--- config.mk ---
export PLATFORM = sky130hd
export DESIGN_NAME = rgb_to_hsv_pipe
export DESIGN_NICKNAME = d
export VERILOG_FILES = /design/src/rtl/hsv_pkg.sv /design/src/rtl/hsv_div_pipe.sv /design/src/rtl/rgb_to_hsv_pipe.sv
export SDC_FILE = /design/constraint.sdc
export NUM_CORES = 1
export LEC_CHECK = 0
export ABC_CLOCK_PERIOD_IN_PS = 7700
export CAP_MARGIN = 20
export CORE_MARGIN = 1.5
export CORE_UTILIZATION = 40
export CTS_BUF_LIST = sky130_fd_sc_hd__clkbuf_2 sky130_fd_sc_hd__clkbuf_4 sky130_fd_sc_hd__clkbuf_8
export DETAILED_ROUTE_END_ITERATION = 10
export SLEW_MARGIN = 10
export SYNTH_ARGS = -nofsm -noshare
export SYNTH_HDL_FRONTEND = slang
export SYNTH_SLANG_ARGS = --single-unit
--- constraint.sdc ---
create_clock -name clk -period 7.7 [get_ports clk]
set_input_delay 1.54 -clock clk [delete_from_list [all_inputs] [get_ports clk]]
set_output_delay 1.54 -clock clk [all_outputs]
set_load 0.005 [all_outputs]
--- src/rtl/hsv_pkg.sv ---
// Shared definitions for the RGB->HSV colour-detect path.
package hsv_pkg;

  typedef enum logic [1:0] {
    SEC_R,
    SEC_G,
    SEC_B
  } sector_e;

  localparam int HUE_BASE_G = 120;
  localparam int HUE_BASE_B = 240;
  localparam int HUE_FULL   = 360;
  localparam int HUE_SCALE  = 60;

endpackage

--- src/rtl/hsv_div_pipe.sv ---
// Pipelined restoring divider: one quotient bit per stage, MSB first.
// A zero denominator yields a zero quotient.
module hsv_div_pipe #(
  parameter int NW     = 14,
  parameter int DENW   = 8,
  parameter int QW     = 8,
  parameter int STAGES = 8
) (
  input  logic            clk,
  input  logic            reset_n,
  input  logic            ce,
  input  logic [NW-1:0]   num,
  input  logic [DENW-1:0] den,
  output logic [QW-1:0]   quo
);

  localparam int CW = NW + DENW + QW;

  logic [NW-1:0]   rem_q [STAGES];
  logic [DENW-1:0] den_q [STAGES];
  logic [QW-1:0]   quo_q [STAGES];

  logic [NW-1:0]   rem_n [STAGES];
  logic [DENW-1:0] den_n [STAGES];
  logic [QW-1:0]   quo_n [STAGES];
  logic [CW-1:0]   trial;

  // Stage k resolves quotient bit QW-1-k; stages beyond QW only delay.
  always_comb begin
    trial    = '0;
    rem_n[0] = num;
    den_n[0] = den;
    quo_n[0] = '0;
    for (int k = 1; k < STAGES; k++) begin
      rem_n[k] = rem_q[k-1];
      den_n[k] = den_q[k-1];
      quo_n[k] = quo_q[k-1];
    end
    for (int k = 0; k < QW; k++) begin
      trial = CW'(den_n[k]) << (QW - 1 - k);
      if (CW'(rem_n[k]) >= trial) begin
        rem_n[k]             = NW'(CW'(rem_n[k]) - trial);
        quo_n[k][QW - 1 - k] = 1'b1;
      end
    end
  end

  always_ff @(posedge clk or negedge reset_n) begin
    if (!reset_n) begin
      for (int k = 0; k < STAGES; k++) begin
        rem_q[k] <= '0;
        den_q[k] <= '0;
        quo_q[k] <= '0;
      end
    end else if (ce) begin
      for (int k = 0; k < STAGES; k++) begin
        rem_q[k] <= rem_n[k];
        den_q[k] <= den_n[k];
        quo_q[k] <= quo_n[k];
      end
    end
  end

  assign quo = (den_q[STAGES-1] == '0) ? '0 : quo_q[STAGES-1];

endmodule

--- src/rtl/rgb_to_hsv_pipe.sv ---
// Fully pipelined RGB->HSV converter, one pixel per clock, with ce stall
// and sync flags delayed to match the DW+3 cycle data latency.
module rgb_to_hsv_pipe
  import hsv_pkg::*;
#(
  parameter int DW = 8,
  parameter int HW = 9
) (
  input  logic          clk,
  input  logic          reset_n,
  input  logic          ce,
  input  logic [DW-1:0] rgb_r,
  input  logic [DW-1:0] rgb_g,
  input  logic [DW-1:0] rgb_b,
  input  logic          vs,
  input  logic          hs,
  input  logic          de,
  input  logic          pixel_v,
  output logic [HW-1:0] hsv_h,
  output logic [DW-1:0] hsv_s,
  output logic [DW-1:0] hsv_v,
  output logic          hsv_vs,
  output logic          hsv_hs,
  output logic          hsv_de,
  output logic          hsv_valid
);

  localparam int LATENCY = DW + 3;
  localparam int NHW     = DW + 6;
  localparam int NSW     = 2 * DW;
  localparam int TW      = ((HW > DW) ? HW : DW) + 2;
  localparam logic [DW-1:0] SMAX = '1;

  sector_e       sec_c;
  logic [DW-1:0] max_c, min_c, dx_c, dy_c, mag_c;
  logic          neg_c;

  sector_e       sec_s1;
  logic [DW-1:0] max_s1, delta_s1, mag_s1;
  logic          neg_s1;

  sector_e        sec_s2;
  logic [NHW-1:0] nh_s2;
  logic [NSW-1:0] ns_s2;
  logic [DW-1:0]  delta_s2, max_s2;
  logic           neg_s2, grey_s2;

  logic [DW-1:0] qh, qs;

  sector_e       sec_d  [DW];
  logic [DW-1:0] max_d  [DW];
  logic          neg_d  [DW];
  logic          grey_d [DW];
  logic [3:0]    flag_d [LATENCY-1];

  logic [TW-1:0] base_c, hue_c;

  // Sector select with R > G > B priority on ties; d = dx - dy is kept as sign + magnitude.
  always_comb begin
    sec_c = SEC_R;
    max_c = rgb_r;
    min_c = (rgb_g < rgb_b) ? rgb_g : rgb_b;
    dx_c  = rgb_g;
    dy_c  = rgb_b;
    if (rgb_r >= rgb_g && rgb_r >= rgb_b) begin
      sec_c = SEC_R;
    end else if (rgb_g >= rgb_b) begin
      sec_c = SEC_G;
      max_c = rgb_g;
      min_c = (rgb_r < rgb_b) ? rgb_r : rgb_b;
      dx_c  = rgb_b;
      dy_c  = rgb_r;
    end else begin
      sec_c = SEC_B;
      max_c = rgb_b;
      min_c = (rgb_r < rgb_g) ? rgb_r : rgb_g;
      dx_c  = rgb_r;
      dy_c  = rgb_g;
    end
    neg_c = (dx_c < dy_c);
    mag_c = neg_c ? (dy_c - dx_c) : (dx_c - dy_c);
  end

  always_ff @(posedge clk or negedge reset_n) begin
    if (!reset_n) begin
      sec_s1   <= SEC_R;
      max_s1   <= '0;
      delta_s1 <= '0;
      mag_s1   <= '0;
      neg_s1   <= 1'b0;
      sec_s2   <= SEC_R;
      nh_s2    <= '0;
      ns_s2    <= '0;
      delta_s2 <= '0;
      max_s2   <= '0;
      neg_s2   <= 1'b0;
      grey_s2  <= 1'b0;
    end else if (ce) begin
      sec_s1   <= sec_c;
      max_s1   <= max_c;
      delta_s1 <= max_c - min_c;
      mag_s1   <= mag_c;
      neg_s1   <= neg_c;
      sec_s2   <= sec_s1;
      nh_s2    <= NHW'(mag_s1) * NHW'(HUE_SCALE);
      ns_s2    <= NSW'(delta_s1) * NSW'(SMAX);
      delta_s2 <= delta_s1;
      max_s2   <= max_s1;
      neg_s2   <= neg_s1;
      grey_s2  <= (delta_s1 == '0);
    end
  end

  hsv_div_pipe #(.NW(NHW), .DENW(DW), .QW(DW), .STAGES(DW)) u_div_hue (
    .clk     (clk),
    .reset_n (reset_n),
    .ce      (ce),
    .num     (nh_s2),
    .den     (delta_s2),
    .quo     (qh)
  );

  hsv_div_pipe #(.NW(NSW), .DENW(DW), .QW(DW), .STAGES(DW)) u_div_sat (
    .clk     (clk),
    .reset_n (reset_n),
    .ce      (ce),
    .num     (ns_s2),
    .den     (max_s2),
    .quo     (qs)
  );

  // Side data rides alongside the dividers; flags bypass everything.
  always_ff @(posedge clk or negedge reset_n) begin
    if (!reset_n) begin
      for (int k = 0; k < DW; k++) begin
        sec_d[k]  <= SEC_R;
        max_d[k]  <= '0;
        neg_d[k]  <= 1'b0;
        grey_d[k] <= 1'b0;
      end
      for (int k = 0; k < LATENCY - 1; k++) begin
        flag_d[k] <= '0;
      end
    end else if (ce) begin
      sec_d[0]  <= sec_s2;
      max_d[0]  <= max_s2;
      neg_d[0]  <= neg_s2;
      grey_d[0] <= grey_s2;
      for (int k = 1; k < DW; k++) begin
        sec_d[k]  <= sec_d[k-1];
        max_d[k]  <= max_d[k-1];
        neg_d[k]  <= neg_d[k-1];
        grey_d[k] <= grey_d[k-1];
      end
      flag_d[0] <= {vs, hs, de, pixel_v};
      for (int k = 1; k < LATENCY - 1; k++) begin
        flag_d[k] <= flag_d[k-1];
      end
    end
  end

  // Red sector with negative d wraps below zero to 360-qh; exactly 360 folds to 0.
  always_comb begin
    case (sec_d[DW-1])
      SEC_G:   base_c = TW'(HUE_BASE_G);
      SEC_B:   base_c = TW'(HUE_BASE_B);
      default: base_c = '0;
    endcase
    if (grey_d[DW-1]) begin
      hue_c = '0;
    end else if (!neg_d[DW-1]) begin
      hue_c = base_c + TW'(qh);
    end else if (sec_d[DW-1] == SEC_R) begin
      hue_c = TW'(HUE_FULL) - TW'(qh);
    end else begin
      hue_c = base_c - TW'(qh);
    end
    if (hue_c == TW'(HUE_FULL)) begin
      hue_c = '0;
    end
  end

  always_ff @(posedge clk or negedge reset_n) begin
    if (!reset_n) begin
      hsv_h     <= '0;
      hsv_s     <= '0;
      hsv_v     <= '0;
      hsv_vs    <= 1'b0;
      hsv_hs    <= 1'b0;
      hsv_de    <= 1'b0;
      hsv_valid <= 1'b0;
    end else if (ce) begin
      hsv_h     <= HW'(hue_c);
      hsv_s     <= grey_d[DW-1] ? '0 : qs;
      hsv_v     <= max_d[DW-1];
      hsv_vs    <= flag_d[LATENCY-2][3];
      hsv_hs    <= flag_d[LATENCY-2][2];
      hsv_de    <= flag_d[LATENCY-2][1];
      hsv_valid <= flag_d[LATENCY-2][0];
    end
  end

endmodule

==> results.py <==
metrics = {
    "grt": {
        "vias_in_the_first_global_route": 23200,
        "grt_max_degree": 200,
        "globalRouteOverflowTotal": 0,
        "global_route.usage.total_pct": 16.5,
        "grt_antenna_before_repair": 1,
        "grt_pass1_wl_um": 118000,
    },
    "cts": {
        "tritoncts": "yes",
        "clkSinkCount": 565,
        "cts_hold_buf": 0,
        "insertion_delay_ns": 0.70,
        "clock_tree.buffer_depth": 3,
        "post_cts.resized_instances": 0,
        "clock_pin_transition_on_the_worst_setup_and_hold_timing_paths_ns": 0.06,
        "ctsRootBufferMaster": "clkbuf_8",
        "numCtsBuffers": 95,
        "h-tree-depth": 3,
        "cts_post_setup_buffers_inserted": 0,
    },
    "floorplan": {
        "initial_utilization_pct": 40.5,
        "floorplan.die.width_um": 292,
        "rows": 105,
        "num_io_pins": 60,
        "dieHeight_um": 292,
        "core_area_sq_mm": 0.0822,
        "floorplan.die_area_sq_mm": 0.0850,
    },
    "run_status": {
        "run_status": "finished clean",
    },
    "worst_setup_path": {
        "critical_path.cell_chain": "clkdlybuf4s50_1 > inv_1 > ha_1 > a21oi_1 > nor2_1 > a211oi_2 > and2_1 > a21oi_1 > o21ai_0 > ha_1 > and3_1 > a221oi_2 > a21oi_2 > mux2_1 > a211oi_2 > xnor2_1 > mux2_2",
        "critical_path.top_delay_family": "compound AO/OA/AOI/OAI gates",
        "crit_arrival_ns": 6.91,
        "worst_r2r_startpoint": "delta_s1[6]",
        "r2r.worst_path.cells": 14,
        "worst_path_cell_with_the_longest_stage_delay": "and2_1",
        "path_class": "input port to flop",
        "regToRegEndpoint": "ns_s2[13]",
        "worstSetupStartpointType": "input port",
        "cpPeakStageDelay_ns": 0.85,
        "worstPathMaxFanout": 27,
        "worst-path-buf-inv": 2,
        "cp_data_required_time_ns": 8.28,
        "endpoint_kind": "flop",
        "timing.reg2reg.setup_slack_ns": 3.03,
    },
    "logic_synthesis": {
        "synth_commonest_cells": "dfrtp_1, inv_1, nand2_1",
        "post_synth_instance_area_sq_mm": 0.0333,
        "post_synth_main_area_contributors": "dfrtp_1, ha_1, mux2_2",
        "yosys_warnings": 0,
        "synthDistinctLibCells": 98,
        "ys_async_sr_fraction_pct": 100,
        "synth_cells": 3367,
        "synth-edff-count": 0,
        "synth.yosys.seq_area_share_pct": 42.5,
        "synth_seq_cells": 565,
        "synth_top_area_share_pct": 42.5,
        "synth.most_common_cell": "dfrtp_1",
        "syn_area_per_cell_sq_um": 9.89,
        "postSynthNetCount": 3700,
        "cell_taking_the_most_area_after_synthesis": "dfrtp_1",
        "postSynth.topFlopCell": "dfrtp_1",
    },
    "sta": {
        "relSlewSlack_pct": 29.1,
        "finClkSkew_ns": 0.0251,
        "timing_hold_violations_final": 0,
        "achievable_frequency_mhz": 158,
        "period_minus_slack_ns": 6.33,
        "setup_repair_after_global_routing_missed_its_margin": "no",
        "fin_ws_ns": 1.37,
        "max_slew.worst_pin.slew_ns": 1.05,
        "finalMaxSlewViolations": 0,
        "fin_setup_tns_ns": 0,
        "period_share_pct": 82.2,
        "setup-violations-final": 0,
    },
    "route": {
        "drt-pass1-iter-count": 5,
        "drt-wirelength-per-cell_um": 15.1,
        "detail_route.vias_per_cell": 5.10,
        "drc_errors": 0,
        "antenna_violating_nets_left": 0,
        "vias": 23200,
        "totalWireLength_um": 68900,
        "dr.first_iter.drc_count": 1174,
    },
    "cells_and_area": {
        "final_net_count": 3739,
        "layout-area-overhead-vs-synth_pct": 11.3,
        "stdcell_area_sq_mm": 0.0371,
        "final.fill_count": 7913,
        "multiInputGateArea_sq_mm": 0.0175,
        "register_area_sq_mm": 0.0141,
        "fraction_of_final_layout_cells_sized_beyond_drive_strength_1_pct": 14.0,
    },
    "placed_design": {
        "routabilityCongestion": 0.823,
        "post-dp-hpwl_um": 48600,
        "placement.setup.worst_slack_ns": 0.694,
        "portBuffers": 59,
        "post_dp_cell_area_sq_mm": 0.0349,
    },
    "worst_hold_path": {
        "min_path_type": "flop to flop",
        "min_delay_worst_endpoint": "u_div_sat.den_n[26]",
        "timing.hold.worst_path_depth": 2,
        "hold_start": "u_div_sat.den_n[34]",
    },
    "flow_run": {
        "cap_viol_max_count": 0,
    },
}
-- area by class of cell --
class,instances,area share (%)
diodes,1,0.00675
clock buffers,150,5.18
clock inverters,23,0.597
inverters,301,3.05
multi-input cells,2367,47.2
flip-flops and latches,565,38.1
well taps,1070,3.61
repair buffers,76,2.17
-- cells by family (layout without fill, tap and decap cells) --
family / after synthesis / after routing / synth area share, %
buffers and inverters: 435 / 550 / 4.98
multiplexers: 324 / 324 / 10.7
flip-flops: 565 / 565 / 42.5
XOR/XNOR: 116 / 116 / 3.05
other: 0 / 1 / 0
AO/OA/AOI/OAI: 776 / 776 / 14.3
adder cells (fa/ha/maj): 302 / 302 / 12.7
AND/OR/NAND/NOR: 849 / 849 / 11.8
-- cells in the final DEF, fill, tap and decap left out, drive strengths merged, types with 49 or more instances in the layout --
cell type / synthesis / layout
clkdlybuf4s50: 0 / 57
inv: 300 / 303
o21ai: 262 / 262
mux2i: 79 / 79
nor2: 276 / 276
clkbuf: 107 / 150
xnor2: 85 / 85
mux2: 245 / 245
nor2b: 49 / 49
ha: 242 / 242
dfrtp: 565 / 565
a21oi: 225 / 225
nand2: 299 / 299
fa: 60 / 60
-- worst max path at each step --
| stage | from | slack, ns | to | cells after the start |
|---|---|---|---|---|
| global placement | rgb_b[5] | 0.71 | mag_s1[5] | 18 |
| floorplan | rgb_b[5] | 2.15 | mag_s1[5] | 22 |
| global route | rgb_b[5] | 1.07 | mag_s1[5] | 18 |
| finish | rgb_b[5] | 1.37 | mag_s1[5] | 17 |
| CTS | rgb_b[5] | 1.45 | mag_s1[5] | 17 |
| detailed placement | rgb_b[5] | 0.69 | mag_s1[5] | 17 |
-- through the flow --
stage                     std cells  hold slack (ns)  util, %
final                          4553            0.469     45.1
after global placement         4379            0.459     42.5
after floorplan                3367            0.446        -
after detailed placement       4379            0.465     42.5
after global routing           4553            0.506     45.1
after CTS                      4552            0.469     45.1
-- per-layer routing --
metal / global-route usage (%) / part of all wire, %
met5: 0 / 0
met4: 4.94 / 2.0
met1: 22.2 / 48
met2: 27.5 / 47
met3: 2.18 / 2.8
-- sequential cells by signal (all words and copies together), names as in the netlist, 9 cells and up --
| register | count |
|---|---|
| u_div_hue.den_n | 56 |
| flag_d | 40 |
| u_div_sat.rem_q | 105 |
| hsv_h | 9 |
| u_div_hue.quo_n | 28 |
| u_div_hue.rem_q | 85 |
| nh_s2 | 12 |
| ns_s2 | 16 |
| u_div_sat.quo_n | 28 |
| u_div_sat.den_n | 56 |
| sec_d | 16 |
-- worst register-to-register path, stage by stage (launching register included) --
cell	delay, ns
dfrtp_1	0.48
inv_1	0.25
fa_1	0.56
inv_1	0.07
fa_1	0.54
inv_1	0.06
fa_1	0.49
fa_1	0.54
inv_1	0.04
ha_1	0.24
o41a_1	0.46
a41oi_1	0.31
nand2b_1	0.11
xor2_1	0.16
mux2_2	0.27
Power is left out: the tool's default activity adds up to more than one toggle a clock period on the data nets, which glitch-free logic cannot reach.
